$ cat src/rtl/mem_access_stage.sv
// Memory-access pipeline stage: EX/MEM register, single-outstanding data-memory
// handshake, load formatting and store lane steering, registered writeback.
// Optional feature macro: MEM_MISALIGN_TRAP_EN (misaligned half/word accesses
// skip memory and retire with misalign=1, no register write).
module mem_access_stage #(
   parameter int unsigned DATA_W = 32
) (
   input  logic              clk,
   input  logic              rst,
   // execute-stage handshake and payload
   input  logic              exValid,
   output logic              exReady,
   input  logic              memRead,
   input  logic              memWrite,
   input  logic              regWrite,
   input  logic [2:0]        funct3,
   input  logic [4:0]        rd,
   input  logic [DATA_W-1:0] aluResult,
   input  logic [DATA_W-1:0] storeData,
   // data-memory port
   output logic              dmemReq,
   output logic              dmemWe,
   output logic [DATA_W-1:0] dmemAddr,
   output logic [DATA_W-1:0] dmemWdata,
   output logic [3:0]        dmemBe,
   input  logic              dmemAck,
   input  logic [DATA_W-1:0] dmemRdata,
   // writeback
   output logic              wbValid,
   output logic              wbRegWrite,
   output logic [4:0]        wbRd,
   output logic [DATA_W-1:0] wbData,
   // forwarding and status
   output logic [DATA_W-1:0] dataMemAddr,
   output logic              stall,
   output logic              misalign
);

   localparam int unsigned BE_W  = DATA_W / 8;
   localparam int unsigned RD_W  = 5;
   localparam int unsigned F3_W  = 3;

   typedef enum logic {
      S_IDLE   = 1'b0,
      S_ACCESS = 1'b1
   } state_e;

   state_e              state_q;
   logic                dmem_req_q;
   logic                dmem_we_q;
   logic [DATA_W-1:0]   dmem_addr_q;
   logic [DATA_W-1:0]   dmem_wdata_q;
   logic [BE_W-1:0]     dmem_be_q;
   logic                wb_valid_q;
   logic                wb_reg_write_q;
   logic [RD_W-1:0]     wb_rd_q;
   logic [DATA_W-1:0]   wb_data_q;
   logic [DATA_W-1:0]   data_mem_addr_q;
   // held instruction fields used while the access is outstanding
   logic [RD_W-1:0]     rd_q;
   logic                reg_write_q;
   logic                is_store_q;
   logic [F3_W-1:0]     funct3_q;

   logic                mem_op_c;
   logic                is_store_c;
   logic                trap_c;
   logic [BE_W-1:0]     st_be_d;
   logic [DATA_W-1:0]   st_wdata_d;
   logic [7:0]          ld_byte_c;
   logic [15:0]         ld_half_c;
   logic [DATA_W-1:0]   ld_data_d;

   assign mem_op_c   = memRead | memWrite;
   // a write wins when both control bits are set
   assign is_store_c = memWrite;

`ifdef MEM_MISALIGN_TRAP_EN
   logic misalign_q;
   logic mis_addr_c;

   // Alignment check against the natural width of the incoming access.
   always_comb begin
      mis_addr_c = 1'b0;
      if (is_store_c) begin
         case (funct3)
            3'b000:  mis_addr_c = 1'b0;
            3'b001:  mis_addr_c = aluResult[0];
            default: mis_addr_c = (aluResult[1:0] != 2'b00);
         endcase
      end else begin
         case (funct3[1:0])
            2'b00:   mis_addr_c = 1'b0;
            2'b01:   mis_addr_c = aluResult[0];
            default: mis_addr_c = (aluResult[1:0] != 2'b00);
         endcase
      end
   end

   assign trap_c   = mem_op_c & mis_addr_c;
   assign misalign = misalign_q;
`else
   assign trap_c   = 1'b0;
   assign misalign = 1'b0;
`endif

   // Store lane steering: byte enables and replicated write data.
   always_comb begin
      st_be_d    = {BE_W{1'b1}};
      st_wdata_d = storeData;
      if (is_store_c) begin
         case (funct3)
            3'b000: begin
               st_be_d    = BE_W'(4'b0001 << aluResult[1:0]);
               st_wdata_d = {4{storeData[7:0]}};
            end
            3'b001: begin
               st_be_d    = aluResult[1] ? BE_W'(4'b1100) : BE_W'(4'b0011);
               st_wdata_d = {2{storeData[15:0]}};
            end
            default: begin
               st_be_d    = {BE_W{1'b1}};
               st_wdata_d = storeData;
            end
         endcase
      end else begin
         st_wdata_d = '0;
      end
   end

   // Load formatting: pick byte/half lane from the held address, then extend.
   always_comb begin
      ld_byte_c = 8'h00;
      case (data_mem_addr_q[1:0])
         2'd0: ld_byte_c = dmemRdata[7:0];
         2'd1: ld_byte_c = dmemRdata[15:8];
         2'd2: ld_byte_c = dmemRdata[23:16];
         2'd3: ld_byte_c = dmemRdata[31:24];
         default: ld_byte_c = 8'h00;
      endcase
      ld_half_c = data_mem_addr_q[1] ? dmemRdata[31:16] : dmemRdata[15:0];
      case (funct3_q)
         3'b000:  ld_data_d = {{24{ld_byte_c[7]}}, ld_byte_c};
         3'b100:  ld_data_d = {24'h000000, ld_byte_c};
         3'b001:  ld_data_d = {{16{ld_half_c[15]}}, ld_half_c};
         3'b101:  ld_data_d = {16'h0000, ld_half_c};
         default: ld_data_d = dmemRdata;
      endcase
   end

   // Stage FSM with EX/MEM capture, memory request and writeback registers.
   always_ff @(posedge clk) begin
      if (rst) begin
         state_q         <= S_IDLE;
         dmem_req_q      <= 1'b0;
         dmem_we_q       <= 1'b0;
         dmem_addr_q     <= '0;
         dmem_wdata_q    <= '0;
         dmem_be_q       <= '0;
         wb_valid_q      <= 1'b0;
         wb_reg_write_q  <= 1'b0;
         wb_rd_q         <= '0;
         wb_data_q       <= '0;
         data_mem_addr_q <= '0;
         rd_q            <= '0;
         reg_write_q     <= 1'b0;
         is_store_q      <= 1'b0;
         funct3_q        <= '0;
`ifdef MEM_MISALIGN_TRAP_EN
         misalign_q      <= 1'b0;
`endif
      end else begin
         wb_valid_q <= 1'b0;
`ifdef MEM_MISALIGN_TRAP_EN
         misalign_q <= 1'b0;
`endif
         case (state_q)
            S_IDLE: begin
               if (exValid) begin
                  data_mem_addr_q <= aluResult;
                  rd_q            <= rd;
                  reg_write_q     <= regWrite;
                  is_store_q      <= is_store_c;
                  funct3_q        <= funct3;
                  if (mem_op_c && !trap_c) begin
                     state_q      <= S_ACCESS;
                     dmem_req_q   <= 1'b1;
                     dmem_we_q    <= is_store_c;
                     dmem_addr_q  <= {aluResult[DATA_W-1:2], 2'b00};
                     dmem_be_q    <= st_be_d;
                     dmem_wdata_q <= st_wdata_d;
                  end else begin
                     // ALU result or trapped access retires next cycle
                     wb_valid_q     <= 1'b1;
                     wb_data_q      <= aluResult;
                     wb_rd_q        <= rd;
                     wb_reg_write_q <= regWrite & ~trap_c;
`ifdef MEM_MISALIGN_TRAP_EN
                     misalign_q     <= trap_c;
`endif
                  end
               end
            end
            S_ACCESS: begin
               if (dmemAck) begin
                  state_q        <= S_IDLE;
                  dmem_req_q     <= 1'b0;
                  dmem_we_q      <= 1'b0;
                  wb_valid_q     <= 1'b1;
                  wb_rd_q        <= rd_q;
                  wb_reg_write_q <= reg_write_q & ~is_store_q;
                  wb_data_q      <= is_store_q ? data_mem_addr_q : ld_data_d;
               end
            end
            default: state_q <= S_IDLE;
         endcase
      end
   end

   assign exReady     = (state_q == S_IDLE);
   assign stall       = ~exReady;
   assign dmemReq     = dmem_req_q;
   assign dmemWe      = dmem_we_q;
   assign dmemAddr    = dmem_addr_q;
   assign dmemWdata   = dmem_wdata_q;
   assign dmemBe      = dmem_be_q;
   assign wbValid     = wb_valid_q;
   assign wbRegWrite  = wb_reg_write_q;
   assign wbRd        = wb_rd_q;
   assign wbData      = wb_data_q;
   assign dataMemAddr = data_mem_addr_q;

endmodule

$ cat config.mk
export PLATFORM = sky130hd
export DESIGN_NAME = mem_access_stage
export DESIGN_NICKNAME = d
export VERILOG_FILES = /design/src/rtl/mem_access_stage.sv
export SDC_FILE = /design/constraint.sdc
export NUM_CORES = 1
export LEC_CHECK = 0
export ABC_AREA = 1
export BUFFER_PORTS_ARGS = -buffer_cell sky130_fd_sc_hd__buf_2
export CAP_MARGIN = 15
export CORE_MARGIN = 2
export CORE_UTILIZATION = 40
export DETAILED_ROUTE_END_ITERATION = 10
export PLACE_DENSITY_LB_ADDON = 0.2
export SLEW_MARGIN = 30
export SYNTH_ARGS = -nofsm -noshare
export SYNTH_HDL_FRONTEND = slang
export SYNTH_SLANG_ARGS = --single-unit
$ cat constraint.sdc
create_clock -name clk -period 1.5 [get_ports clk]
set_input_delay 0.225 -clock clk [delete_from_list [all_inputs] [get_ports clk]]
set_output_delay 0.225 -clock clk [all_outputs]
set_load 0.02 [all_outputs]
Yosys cells after proc, flatten, opt, wreduce, memory -nomap -nowiden --
Index checks and enable logic that the tools add are counted. W data, S select, Z words.
Word-level totals: register bits after elaboration 150, input bits 111, output and inout port bits 144, logic and storage cells 74
Cells by class: equality and inequality tests 11, shift-type cells 1, multiplexer cells 36, bitwise gates (word level) 4, reduce and logical (&&, ||, !) cells 7
Operators with widths (count):
- $mux W32 | 5
- $pmux W32 S2 | 2
- $pmux W32 S4 | 1
- $pmux W8 S4 | 1
- $mux W16 | 1
- $mux W5 | 3
- $mux W1 | 14
- $pmux W1 S2 | 5
- $pmux W5 S2 | 1
- $reduce_and A3 Y1 | 3
- $mux W4 | 2
- $pmux W4 S2 | 1
- $eq A3 B1 Y1 const B | 2
- $eq A3 B3 Y1 const B | 2
- $logic_not A3 Y1 | 2
- $ne A2 B2 Y1 const B | 3
- $eq A2 B2 Y1 const B | 2
- $shl A1 B2 Y4 const A | 1
- $eq A2 B1 Y1 const B | 1
- $logic_not A2 Y1 | 1
- $ne A2 B1 Y1 const B | 1
- $not A1 Y1 | 2
- $reduce_and A2 Y1 | 1
- $and A1 B1 Y1 | 1
- $or A1 B1 Y1 | 1

Longest topological paths before layout --
word-level depth 6, gate-level depth with buffers 11, mapped depth without buffers 9

Worst setup path before layout --
No wires, ideal clock.
path kind register to register, start register state_q, in the netlist stall, end register wb_rd_q[2], in the netlist wbRd[2], setup time 120 ps, data arrival time 1354 ps, required time 1380 ps, setup slack 26 ps, cell stages (with the launch flop) 11, buffers on the path 2, period minus slack after synthesis 1474 ps, path through dfxtp_1 > buf_6 > inv_4 > nand2_4 > o21ai_4 > inv_2 > nand2_1 > inv_2 > buf_2 > nand2_1 > o21ai_1
On the way: longest elaborated chain between the ends 3, elaborated cells between the ends (all ways) 6, classes of those cells eq/ne: 3; mux: 1; bitwise: 1; reduce/logical: 1
RTL lines:
- start: declaration | line 48 | state_e state_q;
- start signal: assignment | line 154 | state_q <= S_IDLE;
- start signal: assignment | line 186 | state_q <= S_ACCESS;
- start signal: assignment | line 206 | state_q <= S_IDLE;
- $not A1 Y1 (no source line)
- $ne A2 B2 Y1 (no source line)
- $reduce_and A3 Y1 (no source line)
- end signal: assignment | line 196 | wb_rd_q <= rd;
- end signal: assignment | line 210 | wb_rd_q <= rd_q;
- end: declaration | line 56 | logic [RD_W-1:0] wb_rd_q;
Parallel ways exist; a longest one is shown, timed or not. A chain may end at the register's enable or synchronous reset.

Worst setup path after layout --
start register state_q, in the netlist stall, end output exReady
On the way: longest elaborated chain between the ends 1
RTL lines:
- $not A1 Y1 (no source line)
- end: declaration | line 12 | output logic exReady,
No other way between the ends.

==> results.md <==
- Critical register-to-register path endpoint: dmemAddr[31]
- Share of the cycle needed by the critical path after routing: 96.55%
- Sort of element at the end of the critical path: output port
- Starting Density: 40.56%
- Post-synthesis sequential element count: 150
- Max Freq: 690.5 MHz
- Launching instance or port of the critical path: stall
- Kind of critical path: reg2out
- Commonest register cell after synthesis: dfxtp_1
- Pin count of the biggest net entering global routing: 48
- Number of placement rows: 47
- CP cell instances: inv_6, buf_12, buf_4
- Number of antenna violations at the first check in global routing: 4
- Data required, critical path: 1270 ps
- Power density of the placed cells: 1227 nW/µm²
- Overall via count from detail_route: 7363
- Highest ir drop seen on vdd: 0.0008444 V
- Cell type contributing the most total cell area after synthesis: dfxtp_1
- Net count, final: 1314
- Result of the run: finished clean
- GRT Total Usage: 25.10%
- Most common cell after layout, fill and taps aside: buf_2
- Area contributors post-synth: dfxtp_1 45%, nor2_1 11%, a21oi_1 11%
- Worst-path maximum fanout: 22
- Mean post-synth cell area: 6.911 µm²
- CP Data Arrival Time: 1220 ps
- H-tree levels: 4
- Final standard cell utilization of the core: 53.99%
- Final standard cell area without fillers: 8859 µm²
- Endpoint of the worst hold-timing path: dataMemAddr[6]
- Leak Pwr: 4.284 nW
- Residual DRC: 0
- Worst hold path startpoint: exValid
- Cell at the root of the clock tree: clkbuf_16
- Width of the chip: 133.0 µm
- Count of boundary I/O pins: 255
- Final-report hold violation count: 0
- Clock-pin transition on the worst setup and hold timing paths: 60 ps
- Placer's final routability congestion estimate: 0.9138
- Seq/Total Area, Yosys: 45.12%
- Wire length of the first global-routing pass: 35.30 mm
- Distinct cell type count of the synthesized netlist: 30
- Tightest Hold Check Type: in2reg
- Sort of element at the start of the critical path: flop
- Antenna Nets Post-Route: 0
- Detailed-router iteration count before antenna repair: 5
- Cell depth of the worst min-delay path: 2
- Highest-delay cell along the critical path: dfxtp_2
- Fraction of final layout cells sized beyond drive strength 1: 28.04%
- Placed inst area: 8207 µm²
- Core Footprint: 16410 µm²
- CTS buffer count: 17
- Avg WL per Cell: 15.77 µm
- Vias in the first global route: 6680
- Final max-slew violation count: 0
- CP max stage delay: 350 ps
- Die outline area: 17690 µm²
- Endpoints failing setup: 0
- Hold-fix buffers, CTS: 0
- Drt first-iter violations: 474
- Dpl hpwl: 16.42 mm
- Yosys top cell area share: 45.12%
- Number of cells produced by synthesis: 963
- Worst-skew pair later-pin latency: 420 ps
- Multi-input combinational cell area: 3204 µm²
- Launch instance of the worst register-to-register path: stall
- Count of buffers from port buffering: 251
- Count of flip-flops with a built-in enable after synthesis: 0
- Mean number of vias per cell: 5.120
- Count of max-cap constraint violations: 0
- CTS sink count: 150
- Yosys warnings: 0
- Final min period: 1448 ps
- Total wire length after detailed routing: 22.68 mm
- Worst reg2reg path depth: 8
- Worst Clk Skew: 9.686 ps
- FFs w/ async S/R, synth: 0%
- Grt total ovfl: 0
- Die extent in y: 133.0 µm
- Fillers: 1669
- Clock buffer depth: 2
- Register cell area after layout: 3007 µm²
- FF-to-FF setup slack: 110 ps
- Commonest non-fill, non-tap cells in the layout: 250 x buf_2, 203 x nor2_1, 158 x nand2_1, 147 x dfxtp_1, 143 x a21oi_1
- Clock tree from TritonCTS: done
- Summed instance area of the synthesized netlist: 6655 µm²
- Growth of design area from synthesis to finish: 33.11%
## cell type report
cell class | count | share of cell area [%]
well taps | 220 | 3.107
clock inverters | 13 | 1.398
multi-input cells | 707 | 36.17
flip-flops and latches | 150 | 33.94
inverters | 38 | 1.723
diodes | 2 | 0.05650
clock buffers | 19 | 5.113
repair buffers | 289 | 18.49
## worst max path at each step
stage / slack (ps) / endpoint
floorplan: 30 / wbRd[2]
global placement: 80 / dmemAddr[22]
detailed placement: 30 / dmemBe[1]
CTS: 6 / exReady
global route: -2 / wbData[12]
finish: 50 / exReady
## worst max-delay path, delay by kind of cell (launching register included)
kind                   cells  cell delay, ps
DFF                        1             350
buffers and inverters      3             450
## what timing repair did
item / CTS / global route
buffers inserted: 0 / 2
endpoints found under the setup margin: 2 / 64
pin swaps: 0 / 1
resized for setup: 6 / 13
## layer usage
layer | global-route usage, % | vias up | wire (µm)
li1 | - | 3660 | -
met1 | 32.95 | 3402 | 9948
met2 | 40.21 | 268 | 10490
met3 | 6.552 | 31 | 1774
met4 | 8.423 | 2 | 461
met5 | 0 | - | 11
## power by group
group	total (mW)	switching, mW	internal [mW]
registers	4.46	0.173	4.28
clock network	4.18	1.79	2.39
logic	2.23	1.44	0.785
## cell families (layout without fill, tap and decap cells)
kind of cell,Yosys count,in the layout,share of synthesized area [%]
AND/OR/NAND/NOR,405,405,23.84
AO/OA/AOI/OAI,294,294,23.20
flip-flops,150,150,45.12
buffers and inverters,108,359,7.031
multiplexers,5,5,0.7521
other,1,5,0.05635
## sequential cells by signal (all words and copies together), names as in the netlist
signal and flops:
is_store_q 1, dmemWe 1, wbRd 5, wbValid 1, dmemReq 1, dmemBe 4
funct3_q 3, rd_q 5, dataMemAddr 32, dmemAddr 30, wbData 32, reg_write_q 1
wbRegWrite 1, dmemWdata 32, stall 1
## Yosys cell counts, types with 2 or more instances
master / instances
clkbuf_1: 38
a21oi_1: 143
dfxtp_1: 150
nand3_1: 36
mux2i_1: 5
inv_2: 7
o22ai_1: 10
nand2_1: 159
o21ai_1: 16
a21boi_0: 4
inv_1: 29
buf_1: 2
buf_6: 2
nor2_1: 203
inv_4: 2
o211ai_1: 7
o21ai_0: 104
a22oi_1: 6
nand2_2: 3
buf_2: 25
buf_4: 3
## through the flow
| step | power, mW | setup WS [ps] | setup TNS (ps) | hold slack, ps | instances |
|---|---|---|---|---|---|
| floorplan | 5.872 | 26.10 | 0 | 319.6 | 965 |
| global placement | 6.720 | 80.39 | 0 | 441.9 | 1402 |
| detailed placement | 6.735 | 27.11 | 0 | 447.9 | 1402 |
| CTS | 10.94 | 5.609 | 0 | 10.89 | 1434 |
| global route | 11.35 | -1.636 | -1.636 | 22.03 | 1438 |
| finish | 10.87 | 51.72 | 0 | 33.63 | 1438 |
No activity file was read; power rests on OpenSTA's default activity.
